**config.mk**
```make
export PLATFORM = sky130hd
export DESIGN_NAME = f_pc_ifid
export DESIGN_NICKNAME = d
export VERILOG_FILES = /design/src/rtl/f_pc_ifid.sv
export SDC_FILE = /design/constraint.sdc
export NUM_CORES = 1
export LEC_CHECK = 0
export CORE_MARGIN = 4
export CORE_UTILIZATION = 49
export CTS_CLUSTER_DIAMETER = 40
export DETAILED_ROUTE_END_ITERATION = 10
export MAX_ROUTING_LAYER = met4
export PLACE_DENSITY = 0.85
export SKIP_CTS_REPAIR_TIMING = 1
export SYNTH_ARGS = -nofsm -noshare
export SYNTH_HDL_FRONTEND = slang
export SYNTH_SLANG_ARGS = --single-unit
```
**constraint.sdc**
```tcl
create_clock -name clk -period 3 [get_ports clk]
set_input_delay 0.45 -clock clk [delete_from_list [all_inputs] [get_ports clk]]
set_output_delay 0.45 -clock clk [all_outputs]
set_load 0.01 [all_outputs]
```
**src/rtl/f_pc_ifid.sv**
```systemverilog
// Fetch PC register and IF/ID pipeline register.
// Generates the IM word address, flags bad fetches and counts fetch/stall cycles.
module f_pc_ifid #(
  parameter logic [31:0] PC_RESET  = 32'h0000_3000,
  parameter logic [31:0] IM_BASE   = 32'h0000_3000,
  parameter int          IM_ADDR_W = 12,
  parameter int          CNT_W     = 32
) (
  input  logic                 clk,
  input  logic                 reset,
  input  logic                 stall,
  input  logic [31:0]          nPc,
  input  logic [31:0]          f_instr,
  output logic [31:0]          f_pc,
  output logic [IM_ADDR_W-1:0] f_im_addr,
  output logic                 f_fault,
  output logic [31:0]          d_pc,
  output logic [31:0]          d_instr,
  output logic                 d_valid,
  output logic                 fetch_err,
  output logic [CNT_W-1:0]     fetch_cnt,
  output logic [CNT_W-1:0]     stall_cnt
);

  typedef struct packed {
    logic [31:0] pc;
    logic [31:0] instr;
    logic        valid;
  } if_id_t;

  // 33-bit end bound so a base near the top of memory cannot wrap
  localparam logic [32:0] IM_END =
    {1'b0, IM_BASE} + (33'd4 << IM_ADDR_W);
  localparam logic [CNT_W-1:0] CNT_MAX = '1;
  localparam logic [CNT_W-1:0] CNT_ONE =
    {{(CNT_W-1){1'b0}}, 1'b1};

  logic [31:0] im_off;
  logic        mis_al;
  logic        below;
  logic        above;
  if_id_t      if_id_q;
  if_id_t      if_id_d;

  assign im_off    = f_pc - IM_BASE;
  assign f_im_addr = im_off[IM_ADDR_W+1:2];

  assign mis_al  = |f_pc[1:0];
  assign below   = f_pc < IM_BASE;
  assign above   = {1'b0, f_pc} >= IM_END;
  assign f_fault = mis_al | below | above;

  always_comb begin
    if_id_d = '{pc: f_pc, instr: f_instr, valid: 1'b1};
    unique case (1'b1)
      f_fault: begin
        if_id_d.instr = '0;
        if_id_d.valid = 1'b0;
      end
      default: ;
    endcase
  end

  always_ff @(posedge clk or negedge reset) begin
    if (!reset) begin
      f_pc      <= PC_RESET;
      if_id_q   <= '0;
      fetch_err <= 1'b0;
      fetch_cnt <= '0;
      stall_cnt <= '0;
    end else if (stall) begin
      if (stall_cnt != CNT_MAX)
        stall_cnt <= stall_cnt + CNT_ONE;
    end else begin
      f_pc    <= nPc;
      if_id_q <= if_id_d;
      if (f_fault)
        fetch_err <= 1'b1;
      if (fetch_cnt != CNT_MAX)
        fetch_cnt <= fetch_cnt + CNT_ONE;
    end
  end

  assign d_pc    = if_id_q.pc;
  assign d_instr = if_id_q.instr;
  assign d_valid = if_id_q.valid;

endmodule

```
==> qor.txt <==
Outcome: finished clean
Top cells by count, synth: dfrtp_1, nand2_1, mux2_2
MaxCap Viol Count: 0
Post-synthesis sequential area ratio: 57.02%
Slew HR: 45.88%
Drt first pass iters: 4
Final GP Congestion: 0.8658
Clock tree buffer depth: 2
CTS clk-pin slew, worst paths: 0.06 ns
Largest net degree at the start of global routing: 86
R2r startpoint: stall_cnt[24]$_DFFE_PN0P_
Worst-Skew Late Latency: 0.42 ns
Unique cell type count in the Yosys netlist: 37
Reg2reg end: stall_cnt[27]$_DFFE_PN0P_
Worst path slowest cell: dfstp_2
Die width: 128.5 um
Clock skew: 0.007060 ns
Arrival time at the worst endpoint: 2.11 ns
Critical Path Source: f_pc[12]$_DFFE_PN1N_
Mapped Cells: 623
Area Overhead vs Synth: 40.93%
ANT nets after route: 0
Wire length of the first global-routing pass: 29.04 mm
Adder-Cell Fraction of Synth Area: 0.5276%
Max Freq: 390.6 MHz
Vias: 5,416
Net count after synthesis: 693
GR Util All Layers: 23.06%
Synthesized area: 7114 um2
Worst slew pin tran: 0.8118 ns
CTS Sinks: 162
RSZ-0062 raised after global routing: no
Crit path required time: 2.55 ns
DIE AREA: 16,510 um2
Setup TNS: 0 ns
Max Slew Vio Count: 0
Post-synthesis mux area share: 10.73%
Max stage delay on crit path: 0.55 ns
Fin crit period: 2.560 ns
Largest family of logic cells by synthesized area: simple AND/OR/NAND/NOR gates
Core ar.: 14,040 um2
Num rows: 43
Yosys warns: 0
Routed WL per cell: 18.08 um
Vias in the first global route: 5,537
Pwr/cell area: 590.3 nW/um2
# nets final: 894
Fin cells: 1,017
Synth Flop Type: dfrtp_1
Layout cell share with drive strength beyond 1: 13.74%
Fill cell count: 950
Post-synth EDFFs: 0
Total gr overflow: 0
Antenna cell count: 0
Root Driver: clkbuf_16
IO Port Bufs: 241
Cell family with most CP delay: flip-flops
Antenna violations before repair: 0
Final HPWL DP: 13.28 mm
H-tree depth: 4
Worst Setup Start Kind: flop
DIE HEIGHT: 128.5 um
Leakage: 4.197 nW
Via/cell ratio: 5.325
FF-to-FF setup slack: 0.71 ns
CTS tree: yes
Crit path buf inv count: 2
Cts bufs inserted: 17
DRC viols: 0
Final hold vios: 0
Simple-gate share of the synthesized area: 14.25%
Yosys top cell by area: dfrtp_1
XOR/XNOR Fraction of Synth Area: 7.263%
Yosys top cell area share: 56.28%
Crit path to: f_fault
CP endpoint kind: primary output
IO Count: 242
Critical path cell sequence: ha_1, xor2_1, nand4_1, nor2_2, inv_1, clkdlybuf4s50_1
Synth Area in Compound Gates: 3.904%
Initial Util: 50.66%
Final period util: 85.33%
Initial DRC Count: 303
Peak supply drop: 417.4 uV
Most common cell in the netlist: dfrtp_1
Hold Path Class: in -> async
Critical path peak fanout: 4
Mean Syn Cell Area: 11.42 um2
Setup CP Type: reg -> out
Cell depth of the worst setup path: 6
Largest cells by area after synthesis: dfrtp_1, mux2_2, nand2_1
Synth Register Bits: 162
R2R depth: 5
Inst Count DP: 985
# setup viols final: 0
Hold WS: 0.03107 ns
Final WL: 18.39 mm
Asr flop ratio synth: 100.0%
-- final cells by class --
| type | count | area [um2] | share of cell area [%] |
|---|---|---|---|
| Sequential cell | 162 | 4056 | 40.46 |
| Clock buffer | 23 | 488.0 | 4.867 |
| Inverter | 11 | 41.29 | 0.4118 |
| Multi-Input combinational cell | 384 | 2611 | 26.05 |
| Tap cell | 180 | 225.2 | 2.246 |
| Clock inverter | 9 | 127.6 | 1.273 |
| Timing Repair Buffer | 248 | 2476 | 24.70 |
-- metrics by stage --
step / setup WS (ns) / area, um2 / utilization, % / total power, W
finish: 0.4402 / 10030 / 71.40 / 0.005918
global route: 0.2965 / 10030 / 71.40 / 0.006166
CTS: 0.3990 / 10030 / 71.40 / 0.005972
detailed placement: 0.7377 / 9410 / 67.01 / 0.003721
global placement: 0.7943 / 9410 / 67.01 / 0.003679
floorplan: 0.8850 / 7114 / - / 0.003089
-- worst min-delay path by stage --
stage                      startpoint                        end  slack, ns  cells after the start
3_3_place_gp    fetch_err$_DFFE_PN0P_      fetch_err$_DFFE_PN0P_       0.46                      1
3_5_place_dp   d_instr[8]$_DFFE_PN0N_     d_instr[8]$_DFFE_PN0N_       0.47                      2
2_1_floorplan                   reset     d_instr[0]$_DFFE_PN0N_       0.15                      0
5_1_grt                         reset  fetch_cnt[16]$_DFFE_PN0P_       0.11                      1
4_1_cts                         reset  fetch_cnt[16]$_DFFE_PN0P_       0.09                      1
6_report                        reset  fetch_cnt[16]$_DFFE_PN0P_       0.03                      1
-- state kept, by name, summed over array words and instances, names as in the netlist --
name       cells
f_pc          32
d_pc          32
fetch_cnt     32
d_instr       32
d_valid        1
fetch_err      1
stall_cnt     32
-- layer usage --
metal / track usage [%] / up-vias / part of all wire (%)
met5: - / - / 0
met4: 8.956 / 0 / 2.5
met3: 5.687 / 40 / 6.9
met2: 37.39 / 219 / 50
met1: 27.99 / 2666 / 40
li1: - / 2491 / -
-- cell families after synthesis --
| group | count (synthesis) |
|---|---|
| and+or+nand+nor | 209 |
| DFF | 162 |
| buffers and inverters | 77 |
| muxes | 68 |
| xor gates and xnor gates | 59 |
| AOI/OAI and AO/OA | 45 |
| adders and majority gates | 3 |
-- layout by cell type (no fill, tap or decap), drive strengths merged, types with 3 or more instances in the layout --
cell type	n
nor2	19
clkinvlp	3
o21ai	37
clkinv	3
nand2	91
inv	11
ha	3
buf	9
xnor2	31
nor4	11
nor3	19
clkdlybuf4s50	239
and4	5
xor2	28
and3	7
and2	3
bufinv	3
clkbuf	23
or4	3
nand4	21
mux2	66
dfrtp	160
nand3	23
-- where the power goes --
group / total [W] / switching, W / internal (W)
clock: 0.00224 / 0.000844 / 0.00139
sequential: 0.00263 / 0.000236 / 0.00239
combinational: 0.00105 / 0.000422 / 0.000632
(Power assumes the default switching activity.)
